**src/rtl/dcache_responder.sv**
```systemverilog
// Direct-mapped, write-back, write-allocate data cache on the MEM-stage port.
// Hits finish in zero stall cycles. On a miss the line is evicted if it is
// dirty, then refilled over a line-wide req/ack memory handshake.
module dcache_responder #(
  parameter int INDEX_W = 4,
  parameter int TAG_W   = 24
) (
  input  logic         clk_i,
  input  logic         rst_i,
  input  logic         cpu_read_i,
  input  logic         cpu_write_i,
  input  logic [31:0]  cpu_addr_i,
  input  logic [31:0]  cpu_wdata_i,
  output logic [31:0]  cpu_rdata_o,
  output logic         cpu_stall_o,
  output logic         mem_req_o,
  output logic         mem_we_o,
  output logic [31:0]  mem_addr_o,
  output logic [127:0] mem_wdata_o,
  input  logic [127:0] mem_rdata_i,
  input  logic         mem_ack_i
);

  localparam int LINES = 1 << INDEX_W;

  localparam logic [1:0] S_IDLE  = 2'd0;
  localparam logic [1:0] S_WB    = 2'd1;
  localparam logic [1:0] S_ALLOC = 2'd2;

  // line storage: valid/dirty are reset, tag/data are not
  logic [LINES-1:0]   r_valid;
  logic [LINES-1:0]   r_dirty;
  logic [TAG_W-1:0]   r_tag_arr [LINES];
  logic [127:0]       r_data    [LINES];

  logic [1:0]         r_state;
  logic [TAG_W-1:0]   r_mtag;     // latched miss tag
  logic [INDEX_W-1:0] r_midx;     // latched miss index
  logic               r_req;
  logic               r_we;
  logic [31:0]        r_maddr;
  logic [127:0]       r_mwdata;

  logic               w_req;
  logic [TAG_W-1:0]   w_tag;
  logic [INDEX_W-1:0] w_idx;
  logic [1:0]         w_word;
  logic [127:0]       w_line;
  logic [31:0]        w_word_data;
  logic               w_idle;
  logic               w_hit;
  logic               w_miss;
  logic               w_wr_hit;
  logic               w_victim_dirty;
  logic               w_fill;
  logic               w_unused;

  assign w_req  = cpu_read_i | cpu_write_i;
  assign w_tag  = cpu_addr_i[31:32-TAG_W];
  assign w_idx  = cpu_addr_i[3+INDEX_W:4];
  assign w_word = cpu_addr_i[3:2];
  assign w_unused = ^cpu_addr_i[1:0];

  assign w_line         = r_data[w_idx];
  assign w_idle         = (r_state == S_IDLE);
  assign w_hit          = w_req & r_valid[w_idx] & (r_tag_arr[w_idx] == w_tag);
  assign w_miss         = w_idle & w_req & ~w_hit;
  assign w_wr_hit       = w_idle & w_hit & cpu_write_i;
  assign w_victim_dirty = r_valid[w_idx] & r_dirty[w_idx];
  // refill lands only on an ack for a request actually on the bus
  assign w_fill         = (r_state == S_ALLOC) & r_req & mem_ack_i & ~rst_i;

  // select the addressed word of the indexed line
  always_comb begin
    w_word_data = w_line[31:0];
    case (w_word)
      2'd0: w_word_data = w_line[31:0];
      2'd1: w_word_data = w_line[63:32];
      2'd2: w_word_data = w_line[95:64];
      2'd3: w_word_data = w_line[127:96];
      default: w_word_data = w_line[31:0];
    endcase
  end

  // a store with read also asserted is a store, so no load data for it
  assign cpu_rdata_o = (w_idle & w_hit & ~cpu_write_i) ? w_word_data : 32'd0;
  assign cpu_stall_o = ~w_idle | w_miss;

  assign mem_req_o   = r_req;
  assign mem_we_o    = r_we;
  assign mem_addr_o  = r_maddr;
  assign mem_wdata_o = r_mwdata;

  // controller: state, valid/dirty bits and registered memory-bus outputs
  always_ff @(posedge clk_i) begin
    if (rst_i) begin
      r_state  <= S_IDLE;
      r_valid  <= '0;
      r_dirty  <= '0;
      r_mtag   <= '0;
      r_midx   <= '0;
      r_req    <= 1'b0;
      r_we     <= 1'b0;
      r_maddr  <= 32'd0;
      r_mwdata <= 128'd0;
    end else begin
      case (r_state)
        S_IDLE: begin
          if (w_wr_hit) begin
            r_dirty[w_idx] <= 1'b1;
          end else if (w_miss) begin
            r_mtag <= w_tag;
            r_midx <= w_idx;
            r_req  <= 1'b1;
            if (w_victim_dirty) begin
              r_state  <= S_WB;
              r_we     <= 1'b1;
              r_maddr  <= {r_tag_arr[w_idx], w_idx, 4'b0000};
              r_mwdata <= w_line;
            end else begin
              r_state  <= S_ALLOC;
              r_we     <= 1'b0;
              r_maddr  <= {w_tag, w_idx, 4'b0000};
              r_mwdata <= 128'd0;
            end
          end
        end
        S_WB: begin
          // drop req for one cycle so the refill is a distinct transaction
          if (mem_ack_i) begin
            r_state  <= S_ALLOC;
            r_req    <= 1'b0;
            r_we     <= 1'b0;
            r_maddr  <= 32'd0;
            r_mwdata <= 128'd0;
          end
        end
        S_ALLOC: begin
          if (!r_req) begin
            r_req   <= 1'b1;
            r_maddr <= {r_mtag, r_midx, 4'b0000};
          end else if (mem_ack_i) begin
            r_valid[r_midx] <= 1'b1;
            r_dirty[r_midx] <= 1'b0;
            r_state <= S_IDLE;
            r_req   <= 1'b0;
            r_maddr <= 32'd0;
          end
        end
        default: begin
          r_state <= S_IDLE;
          r_req   <= 1'b0;
        end
      endcase
    end
  end

  // data/tag arrays: store-hit word merge and line refill
  always_ff @(posedge clk_i) begin
    if (w_wr_hit && !rst_i) begin
      case (w_word)
        2'd0: r_data[w_idx][31:0]   <= cpu_wdata_i;
        2'd1: r_data[w_idx][63:32]  <= cpu_wdata_i;
        2'd2: r_data[w_idx][95:64]  <= cpu_wdata_i;
        2'd3: r_data[w_idx][127:96] <= cpu_wdata_i;
        default: r_data[w_idx][31:0] <= cpu_wdata_i;
      endcase
    end else if (w_fill) begin
      r_data[r_midx]    <= mem_rdata_i;
      r_tag_arr[r_midx] <= r_mtag;
    end
  end

endmodule
```
**config.mk**
```make
export PLATFORM = sky130hd
export DESIGN_NAME = dcache_responder
export DESIGN_NICKNAME = d
export VERILOG_FILES = /design/src/rtl/dcache_responder.sv
export SDC_FILE = /design/constraint.sdc
export NUM_CORES = 2
export LEC_CHECK = 0
export CAP_MARGIN = 20
export CORE_UTILIZATION = 40
export DETAILED_ROUTE_END_ITERATION = 8
export GPL_ROUTABILITY_DRIVEN = 0
export PLACE_DENSITY_LB_ADDON = 0.15
export SLEW_MARGIN = 10
export SYNTH_ARGS = -nofsm -noshare
export SYNTH_HDL_FRONTEND = slang
export SYNTH_SLANG_ARGS = --single-unit
export TNS_END_PERCENT = 50
```
**constraint.sdc**
```tcl
create_clock -name clk_i -period 22 [get_ports clk_i]
set_clock_uncertainty 0.2 [all_clocks]
set_input_delay 4.4 -clock clk_i [delete_from_list [all_inputs] [get_ports clk_i]]
set_output_delay 4.4 -clock clk_i [all_outputs]
set_load 0.01 [all_outputs]
```
Yosys cells after proc, flatten, opt, wreduce, memory -nomap -nowiden. Memories as Yosys holds them, arrays and structs flattened. Index checks and enable logic that the tools add are counted.

Order comparisons: 4. Eq/ne operators: 12. Muxes and demuxes: 60. Bitwise operators: 22. Reduce and logical (&&, ||, !) cells: 17.

Operators with widths (count): $mux 128 (5); $pmux 128 s2 (1); $mux 32 (6); $pmux 32 s4 (1); $reduce_or 128->1 (1); $pmux 32 s3 (1); $mux 16 (3); $or 16x16->16 (2); $pmux 16 s2 (1); $mux 1 (27); $eq 24x24->1 (1); $and 16x16->16 (1); $not 16->16 (1); $mux 2 (6); $reduce_and 3->1 (4); $and 1x1->1 (11); $lt 4x5->1 const B (2); $bmux 1 s4 (2); $demux 1 s4 (2); $ge 4x1->1 const B (2); $mux 4 (2); $ne 2x2->1 const B (4); $reduce_and 4->1 (2); $eq 2x2->1 const B (3); other kinds (13) (24).

Bits in registers: 224. RAM bits: 2432. Logic and storage cells: 126. Memories: 2.

Memory list: r_data (words 16, bits a word 128, read ports 1, clocked after Yosys merged registers in 0, wr ports 1, line 34) `logic [127:0] r_data [LINES];`; r_tag_arr (words 16, bits a word 24, read ports 1, clocked after Yosys merged registers in 0, wr ports 1, line 33) `logic [TAG_W-1:0] r_tag_arr [LINES];`.

Logic depth before layout (Yosys ltp).
Depth in word-level cells: 11. Gate-level depth with buffers: 16.

Least setup slack after synthesis. Ideal clock, no wire load.

Kind: input to output. Start: input cpu_addr_i[4]. End: output cpu_rdata_o[0]. Data arrival time: 7935 ps. Path slack: 9465 ps. Stages on the path: 10. Path through: buf_4 > buf_2 > buf_2 > clkbuf_1 > clkbuf_1 > buf_1 > mux4_2 > mux4_2 > mux4_2 > nor2b_1.

Cells in the longest elaborated chain, start to end: 7. Elaborated cells on any way between the ends: 11. Classes of those cells: eq/ne: 1; mux: 4; bitwise: 4; memory: 2.

RTL lines: start, declared (line 12) `input logic [31:0] cpu_addr_i,`; branches (longest 6 deep; another with $mem_v2 16x24); $mux 32 (*) (line 86) `assign cpu_rdata_o = (w_idle & w_hit & ~cpu_write_i) ? w_word_data : 32'd0;`; end, declared (line 14) `output logic [31:0] cpu_rdata_o,`.

Every way passes the cells marked *. The select of a mux whose other input is x is not followed.

Worst setup path after layout.
Start: input cpu_addr_i[4]. End: output cpu_rdata_o[8].

Same word-level chain as after synthesis.

==> reports/metrics.csv <==
metric;value;unit
status;completed;
antenna_found_initial;58;
routed_via_density;5.95;
crit_type;in2out;
grt_pass1_wl;438000;um
clock-root-buffer;clkbuf_16;
remaining_drc_errors;0;
synth_area_leader_cell;edfxtp_1;
dr.pass1.iters;6;
htreeDepth;5;
drt-total-wl;320000;um
fin_nets;5484;
worstHoldPathType;reg2reg;
tns;0;ns
synth_flop_cell;edfxtp_1;
dr.first_iter.drc_count;7077;
cts_resized;0;
period_minus_slack;14.64;ns
power.total;11000;uW
timing.final.crit_share;66.5;%
crit_arrival;10.04;ns
dp_hpwl;183000;um
tightest_slew;1.18;ns
yosysSeqAreaShare;74.8;%
max-vdd-ir-drop;0.0724;mV
die_width;511;um
clkSinkCount;2656;
cp_max_fo;57;
layout_commonest_cell;edfxtp_1;
critPathLaunchType;input pin;
setup_viol;0;
synthTopCellsByArea;edfxtp_1 70%, mux4_2 16%, dfxtp_1 4.3%, a22o_1 1.4%, mux2i_1 1.3%;
fmax;0.0683;GHz
grt_pass1_vias;52600;
grt_overflow_total;0;
hold_buffers;0;
synth_cell_type_count;76;
path_clk_slew;0.05;ns
syn2layout_area_growth;17.4;%
synth_edf_count;2432;
grt_max_degree;146;
core;0.257;sq mm
cts.path.max_buffers;4;
drive_above_1_share;27.7;%
synth_warnings;0;
cts_tree;built;
die-area;0.261;sq mm
grt_usage;24.4;%
worstPathRequired;17.40;ns
post_cts_buffers;0;
power_density;90.6;mW/mm^2
die_h;511;um
synthCells;4738;
rows;186;
synth_nets;4939;
rsz0062_at_grt;false;
syn_area;0.104;sq mm
clk_latency;0.91;ns
fillers;21200;
layout_common_cells;2432 x edfxtp_1, 734 x mux4_2, 379 x clkdlybuf4s50_1, 303 x clkbuf_16, 224 x dfxtp_1;
io_buffer_count;389;
start_util;40.3;%
power_leakage;0.0382;uW
drtAntennaViolNets;0;
avgSynthCellArea;21.9;sq um
num_vias;53000;
cap_violations;0;
ys_async_sr_fraction;0;%
final_hold_viol_count;0;
ys_seq_elements;2656;
yosysTopAreaCellShare;70.4;%
slew_headroom;21.4;%
slew_viol_final;0;
crit_path_end_kind;output pin;
wl_per_cell;35.9;um
ios;392;
numCtsBuffers;294;
[metal layers]
metal | GRT usage, % | vias to the layer above | wire (um)
met3 | 4.95 | 444 | 26600
met2 | 38.8 | 2431 | 153000
li1 | - | 21200 | -
met4 | 6.86 | 30 | 8770
met1 | 34.1 | 28900 | 132000
met5 | 0 | - | 195
[state kept, by name (all words and copies together), names as in the netlist]
| signal | count |
|---|---|
| r_data | 2048 |
| r_dirty | 16 |
| mem_wdata_o | 128 |
| r_state | 2 |
| r_mtag | 24 |
| r_valid | 16 |
| mem_addr_o | 32 |
| mem_we_o | 1 |
| mem_req_o | 1 |
| r_midx | 4 |
| r_tag_arr | 384 |
[critical path: stages]
cell and delay (ns):
buf_8 0.44, buf_4 0.77, buf_4 0.90, buf_4 0.84, mux4_2 0.61, mux4_2 0.51, mux4_2 0.56, nor2b_1 0.18
clkdlybuf4s50_1 0.51
[report_power, final]
group | total (uW) | leakage [uW] | internal, uW | switching, uW
sequential | 5600 | 0.0237 | 5560 | 35.2
combinational | 740 | 0.0100 | 266 | 474
clock | 4690 | 0.00444 | 2760 | 1930
total | 11000 | 0.0382 | 8590 | 2440
[final timing paths]
kind / from / end / slack [ns] / cells after the start
min reg2reg: mem_addr_o[0] / mem_addr_o[0] / 0.26 / 1
min: mem_addr_o[0] / mem_addr_o[0] / 0.26 / 1
max reg2reg: r_tag_arr[8][17] / mem_wdata_o[96] / 16.25 / 11
max: cpu_addr_i[4] / cpu_rdata_o[8] / 7.36 / 9
[synthesized netlist by cell type (4+ instances only)]
cell,count
a2111oi_0,5
buf_6,18
nor2b_1,44
buf_2,41
dfxtp_1,224
nand4_1,13
nand2_1,72
nand3_1,11
mux2_4,40
or3_1,7
inv_1,29
o31ai_1,10
o22ai_1,13
clkbuf_1,170
and3_1,6
xnor2_1,10
edfxtp_1,2432
mux2i_1,138
buf_4,10
and2_1,10
a211oi_1,65
mux4_2,734
nor3_1,13
o211ai_2,6
nor2_1,69
o21ai_0,58
ha_1,4
a21o_1,4
a22oi_1,22
a31oi_1,4
a22o_1,169
a21oi_1,27
buf_1,51
mux2_2,113
xor2_1,4
nand2b_1,7
o211ai_1,26
[layout make-up]
cell class,instances,area (sq um),area share (%)
flip-flops and latches,2656,77500,63.7
multi-input cells,1759,25600,21.1
clock buffers,407,8200,6.74
repair buffers,539,5100,4.19
well taps,3384,4230,3.48
clock inverters,107,878,0.721
inverters,33,131,0.108
diodes,28,70.1,0.0575
[metrics by stage]
stage	instances	worst slack, ns	instance area, sq um	hold slack [ns]	utilization [%]
floorplan	4738	9.47	104000	0.231	-
global placement	8368	7.23	113000	0.237	43.7
detailed placement	8369	7.24	113000	0.246	43.7
CTS	8883	7.22	122000	0.265	47.3
global route	8890	6.94	122000	0.283	47.3
finish	8913	7.36	122000	0.262	47.3
[kinds of logic (layout without fill, tap and decap cells)]
logic type               count (synthesis)  after routing  share of synthesized area, %
flip-flops                            2656           2656                          74.8
multiplexers                          1025           1025                          19.1
AO/OA/AOI/OAI                          443            443                          3.29
buffers and inverters                  323           1086                          1.39
AND/OR/NAND/NOR                        273            273                          1.33
XOR/XNOR                                14             14                         0.118
adder cells (fa/ha/maj)                  4              4                        0.0483
other                                    0             28                             0
Note: power is estimated with default switching activity, not from simulation.
